===== config.mk =====
export PLATFORM = sky130hd
export DESIGN_NAME = databus_ctrl
export DESIGN_NICKNAME = d
export VERILOG_FILES = /design/src/rtl/databus_ctrl.sv
export SDC_FILE = /design/constraint.sdc
export NUM_CORES = 1
export LEC_CHECK = 0
export BUFFER_PORTS_ARGS = -buffer_cell sky130_fd_sc_hd__buf_2
export CAP_MARGIN = 20
export CORE_AREA = 2 2 118 120
export DETAILED_ROUTE_END_ITERATION = 12
export DIE_AREA = 0 0 120 122
export GPL_TIMING_DRIVEN = 0
export SYNTH_ARGS = -nofsm -noshare
export SYNTH_HDL_FRONTEND = slang
export SYNTH_SLANG_ARGS = --single-unit
export TNS_END_PERCENT = 5

===== constraint.sdc =====
create_clock -name clk -period 2 [get_ports clk]
set_input_delay 0.1 -clock clk [delete_from_list [all_inputs] [get_ports clk]]
set_output_delay 0.1 -clock clk [all_outputs]
set_load 0.02 [all_outputs]

===== src/rtl/databus_ctrl.sv =====
// databus_ctrl: MEM-stage load/store bus controller with req/ack memory handshake and pipeline stall levels.
// Optional watchdog timeout enabled by defining DATABUS_TIMEOUT_EN.
module databus_ctrl #(
  parameter int ADDR_W = 32,
  parameter int DATA_W = 32,
  parameter int TIMEOUT_CYCLES = 255
) (
  input  logic                clk,
  input  logic                rst,
  input  logic                cpu_req,
  input  logic                cpu_we,
  input  logic [ADDR_W-1:0]   cpu_addr,
  input  logic [DATA_W-1:0]   cpu_wdata,
  input  logic [DATA_W/8-1:0] cpu_sel,
  output logic [DATA_W-1:0]   cpu_rdata,
  output logic                databus_busy,
  output logic                databus_done,
  output logic                bus_err,
  output logic                mem_req,
  output logic                mem_we,
  output logic [ADDR_W-1:0]   mem_addr,
  output logic [DATA_W-1:0]   mem_wdata,
  output logic [DATA_W/8-1:0] mem_sel,
  input  logic                mem_ack,
  input  logic [DATA_W-1:0]   mem_rdata
);
  typedef enum logic [1:0] {IDLE, REQ, DONE} state_t;
  state_t state, state_nx;
  logic tmo;
`ifdef DATABUS_TIMEOUT_EN
  localparam int CW = $clog2(TIMEOUT_CYCLES + 1);
  logic [CW-1:0] cnt;
  logic err;
  always_ff @(posedge clk) begin
    cnt <= (rst || state != REQ) ? '0 : cnt + 1'b1;
    err <= rst ? 1'b0 : err | tmo;
  end
  // cnt holds the number of REQ cycles already elapsed, so this fires in the last allowed one
  assign tmo = state == REQ && !mem_ack && cnt == CW'(TIMEOUT_CYCLES - 1);
  assign bus_err = err;
`else
  assign tmo = 1'b0;
  assign bus_err = TIMEOUT_CYCLES < 0;
`endif
  always_ff @(posedge clk)
    state <= rst ? IDLE : state_nx;
  always_comb begin
    state_nx = state;
    case (state)
      IDLE:    state_nx = cpu_req ? REQ : IDLE;
      REQ:     state_nx = (mem_ack || tmo) ? DONE : REQ;
      default: state_nx = IDLE;
    endcase
  end
  assign databus_busy = state == REQ;
  assign mem_req = state == REQ;
  // Combinational in IDLE so the pipeline freezes in the same cycle the request appears
  assign databus_done = state == DONE || (state == IDLE && !cpu_req);
  always_ff @(posedge clk) begin
    if (rst) begin
      mem_we    <= 1'b0;
      mem_addr  <= '0;
      mem_wdata <= '0;
      mem_sel   <= '0;
      cpu_rdata <= '0;
    end else begin
      if (state == IDLE && cpu_req) begin
        mem_we    <= cpu_we;
        mem_addr  <= cpu_addr;
        mem_wdata <= cpu_wdata;
        mem_sel   <= cpu_sel;
      end
      if (state == REQ && mem_ack && !mem_we)
        cpu_rdata <= mem_rdata;
      else if (tmo)
        cpu_rdata <= '0;
    end
  end
endmodule


# ---- Word-level counts from Yosys, hierarchy flattened
# Index checks and enable logic that the tools add are counted.
dict set report totals {
  inputBits 105
  reg_bits 103
  out_inout_bits 105
  elab_cells 19
}
dict set report op_classes {
  n_mux 3
  n_reduce_logical 8
  n_eq_ne 2
}
# cell count
set op_table {}
lappend op_table {{1-bit logical AND} 4}
lappend op_table {{2-bit case mux with 2 select lines} 1}
lappend op_table {{2-bit by 1-bit equality test with 1-bit output (second input constant)} 1}
lappend op_table {{2-bit equality test (second input constant)} 1}
lappend op_table {{1-bit logical NOT} 2}
lappend op_table {{2-bit logical NOT} 1}
lappend op_table {{2-bit 2-to-1 mux} 1}
lappend op_table {{1-bit logical OR} 1}
lappend op_table {{1-bit 2-to-1 mux} 1}

# ---- Longest topological paths before layout
dict set report depth {
  depth_word 3
  ltp_mapped 4
  mapped_depth_nobuf 2
}

# ---- Least setup slack after synthesis
# OpenSTA, ideal clock, no wires.
dict set report synth_path {
  path_type {register -> register}
  start {register mem_we}
  end {register cpu_rdata[0]}
  required_time_ns 1.928
  setup_time_ns 0.072
  path_stages_with_launch 5
  t_arrival_ns 1.079
  slack_ns 0.849
  cell_sequence {dfxtp_1 -> and4bb_1 -> buf_6 -> buf_6 -> mux2i_1}
}
dict set report synth_between {
  elab_chain_len 2
}
# element line_no
set synth_lines {}
lappend synth_lines {{start: declaration} 20} ;# output logic mem_we,
lappend synth_lines {{start signal: assignment} 68} ;# mem_we <= cpu_we;
lappend synth_lines {{1-bit logical NOT} 73} ;# if (state == REQ && mem_ack && !mem_we)
lappend synth_lines {{1-bit logical AND} 73}
lappend synth_lines {{end signal: assignment} 74} ;# cpu_rdata <= mem_rdata;
lappend synth_lines {{end: declaration} 15} ;# output logic [DATA_W-1:0] cpu_rdata,
# Every way passes these cells.
# A chain may end at the register's enable or synchronous reset.

# ---- Worst setup path after layout
dict set report layout_path {
  start {register state[0]}
  end {output port mem_req}
}
dict set report layout_between {
  elab_chain_len 1
}
# element line_no
set layout_lines {}
lappend layout_lines {{start: declaration} 28} ;# state_t state, state_nx;
lappend layout_lines {{start signal: assignment} 46} ;# state <= rst ? IDLE : state_nx;
lappend layout_lines {{2-bit by 1-bit equality test with 1-bit output} 56} ;# assign mem_req = state == REQ;
lappend layout_lines {{end: declaration} 19} ;# output logic mem_req,
# Every way passes these cells.

==> results.md <==
- Post-route ant nets: 0
- Synth cell types: 15
- DR WL met2: 5.18 mm
- Post-synth top cells: 202 x nand2b_1, 103 x dfxtp_1, 101 x mux2i_1
- CTS Sinks: 103
- DRC Markers: 0
- Status: finished, final reports clean
- Area Overhead vs Synth: 36.6%
- Setup Skew: 4.62 ps
- Max layer used: met4
- Worst Path Buf+Inv: 2
- GR Util All Layers: 0.157
- CTS Buf Count: 9
- Most area-hungry cell type in the Yosys netlist: dfxtp_1
- Worst Setup Start Kind: flop
- CP max FO: 5
- Async SR Flop Fraction: 0
- Share of the yosys chip area belonging to registers: 0.448
- Leak: 2.93 nW
- Starting density of the core: 0.341
- Post-Syn Nets: 556
- Primary FF master, synth: dfxtp_1
- RePlAce Congestion: 0.745
- Bufs on Longest Clock Path: 2
- Routed wire length: 11.5 mm
- Worst EP required: 1900 ps
- Post-DP HPWL: 8.66 mm
- Post-synth EDFFs: 0
- Post_cts resized: 0
- Worst Path Arrival: 1270 ps
- Top post-synthesis cells by area: dfxtp_1 45%, nand2b_1 27%, mux2i_1 22%
- Max-slew violation count: 0
- # Post-CTS Setup Buffers: 0
- Fmax: 729 MHz
- Critical path's largest stage delay: 380 ps
- Syn Area/Cell: 10.2 sq um
- PwrDens: 790 nW/um^2
- Fin crit period: 1370 ps
- Fin. Hold Viols: 0
- Design area: 6290 sq um
- CP top delay family: flip-flops
- Port Buffers: 207
- Total of max-cap violations: 0
- Mapped Area: 4600 sq um
- Core area: 13,500 sq um
- Met3 WL: 1.01 mm
- Worst VDD drop: 0.422 mV
- Worst-path cell chain: nor2b_1, buf_4, buf_2
- Crit Path Class: reg -> out
- RSZ-0062 raised after global routing: no
- Post-synth top area share: 0.448
- Root Driver: clkbuf_16
- Io pins: 210
- Cells after synthesis: 451
- Area of the die: 14,600 sq um
- Placed inst area: 5870 sq um
- Hold WC Path Type: in -> reg
- Vias per Instance: 4.36
- DRT iter0 DRCs: 144
- Num rows: 43
- Crit. End Element: output pin
- Vias in the first global route: 3,841
- Clock-pin slew on the worst setup and hold paths: 70 ps
- Die Span Y: 122 um
- Drt first pass iters: 4
- Final cycle utilization of the critical path: 0.686
- Met1 WL: 5.06 mm
- Largest net degree at the start of global routing: 16
- Ant. Diodes: 0
- Die W: 120 um
- Setup TNS: 0 ps
- Ys Warns: 0
- CTS tree: done
- Hold-fix buffers, CTS: 11
- Via count: 3,763
- Total gr overflow: 0
- Post-layout net count: 785
- Initial antenna violation count: 0
- Layout fillers: 1,313
- First-pass GRT wire length: 18.3 mm
- Skew-Pair Late Insertion Delay: 350 ps
- Synthesized flop and latch total: 103
- Top-count cell post-synth: nand2b_1
- Ratio of cells with drive above 1 in the final layout: 0.348
- WL/cell: 13.3 um
- CP max-delay cell: dfxtp_1
- Final Setup Violations: 0
- Htree depth: 3
metal layers:
metal | global-route usage | vias to the layer above
li1 | - | 1896
met1 | 0.190 | 1710
met2 | 0.256 | 140
met3 | 0.0515 | 17
met4 | 0.0676 | 0
met5 | 0 | -
power by group:
part	switching (W)	internal, W	leakage (nW)
combinational	0.000454	0.000399	1.93
clock	0.000747	0.00112	0.155
sequential	0.0000675	0.00218	0.844
cells by family (layout without fill, tap and decap cells):
kind of cell           after synthesis  count (layout)  synth area share
AO/OA/AOI/OAI                        2               2           0.00326
flip-flops                         103             103             0.448
other                                1               1          0.000814
multiplexers                       101             101             0.220
AND/OR/NAND/NOR                    207             207             0.284
buffers and inverters               37             270            0.0448
final timing paths:
kind,start,end,slack (ps),cells past startpoint
worst max-delay path,state[0]$_SDFF_PP0_,mem_req,630,3
worst min-delay path,cpu_addr[0],mem_addr[0]$_SDFFE_PP0P_,10,3
worst max register to register,state[1]$_SDFF_PP0_,mem_wdata[7]$_SDFFE_PP0P_,660,4
worst min register to register,cpu_rdata[3]$_SDFFE_PP0P_,cpu_rdata[3]$_SDFFE_PP0P_,470,2
layout make-up:
class,count,area [sq um],share of cell area
clock buffers,11,243,0.0386
plain buffers,36,203,0.0322
repair buffers,218,1150,0.182
multi-input cells,311,2340,0.371
inverters,1,3.75,0.000597
flip-flops and latches,103,2060,0.328
well taps,180,225,0.0358
clock inverters,4,70.1,0.0111
registers in the layout, indices dropped and copies added, names as in the netlist:
signal,cells
mem_wdata,32
mem_addr,32
mem_sel,4
state,2
mem_we,1
cpu_rdata,32
tightest hold or removal path, cell delays in order:
cell and delay, ps:
buf_2 100, nand2b_1 60, mux2i_1 60
cells in the final DEF, fill, tap and decap left out, types with 2 or more instances in the layout:
cell type and instances:
dlygate4sd3_1 11, dfxtp_1 103, buf_6 4, buf_2 210
buf_4 9, clkinv_2 2, nand2b_1 202, clkbuf_16 9
clkbuf_1 21, bufinv_16 2, mux2i_1 101, nor3b_1 2
stage by stage:
stage               worst slack [ps]  hold WS [ps]  power [W]   util  std cells
floorplan                        849           255    0.00282      -        451
global placement                 691           362    0.00312  0.434        838
detailed placement               627           371    0.00314  0.434        838
CTS                              589         0.280    0.00505  0.466        864
global route                     527          14.2    0.00520  0.466        864
finish                           628          9.88    0.00497  0.466        864
Note: power is estimated with default switching activity, not from simulation.
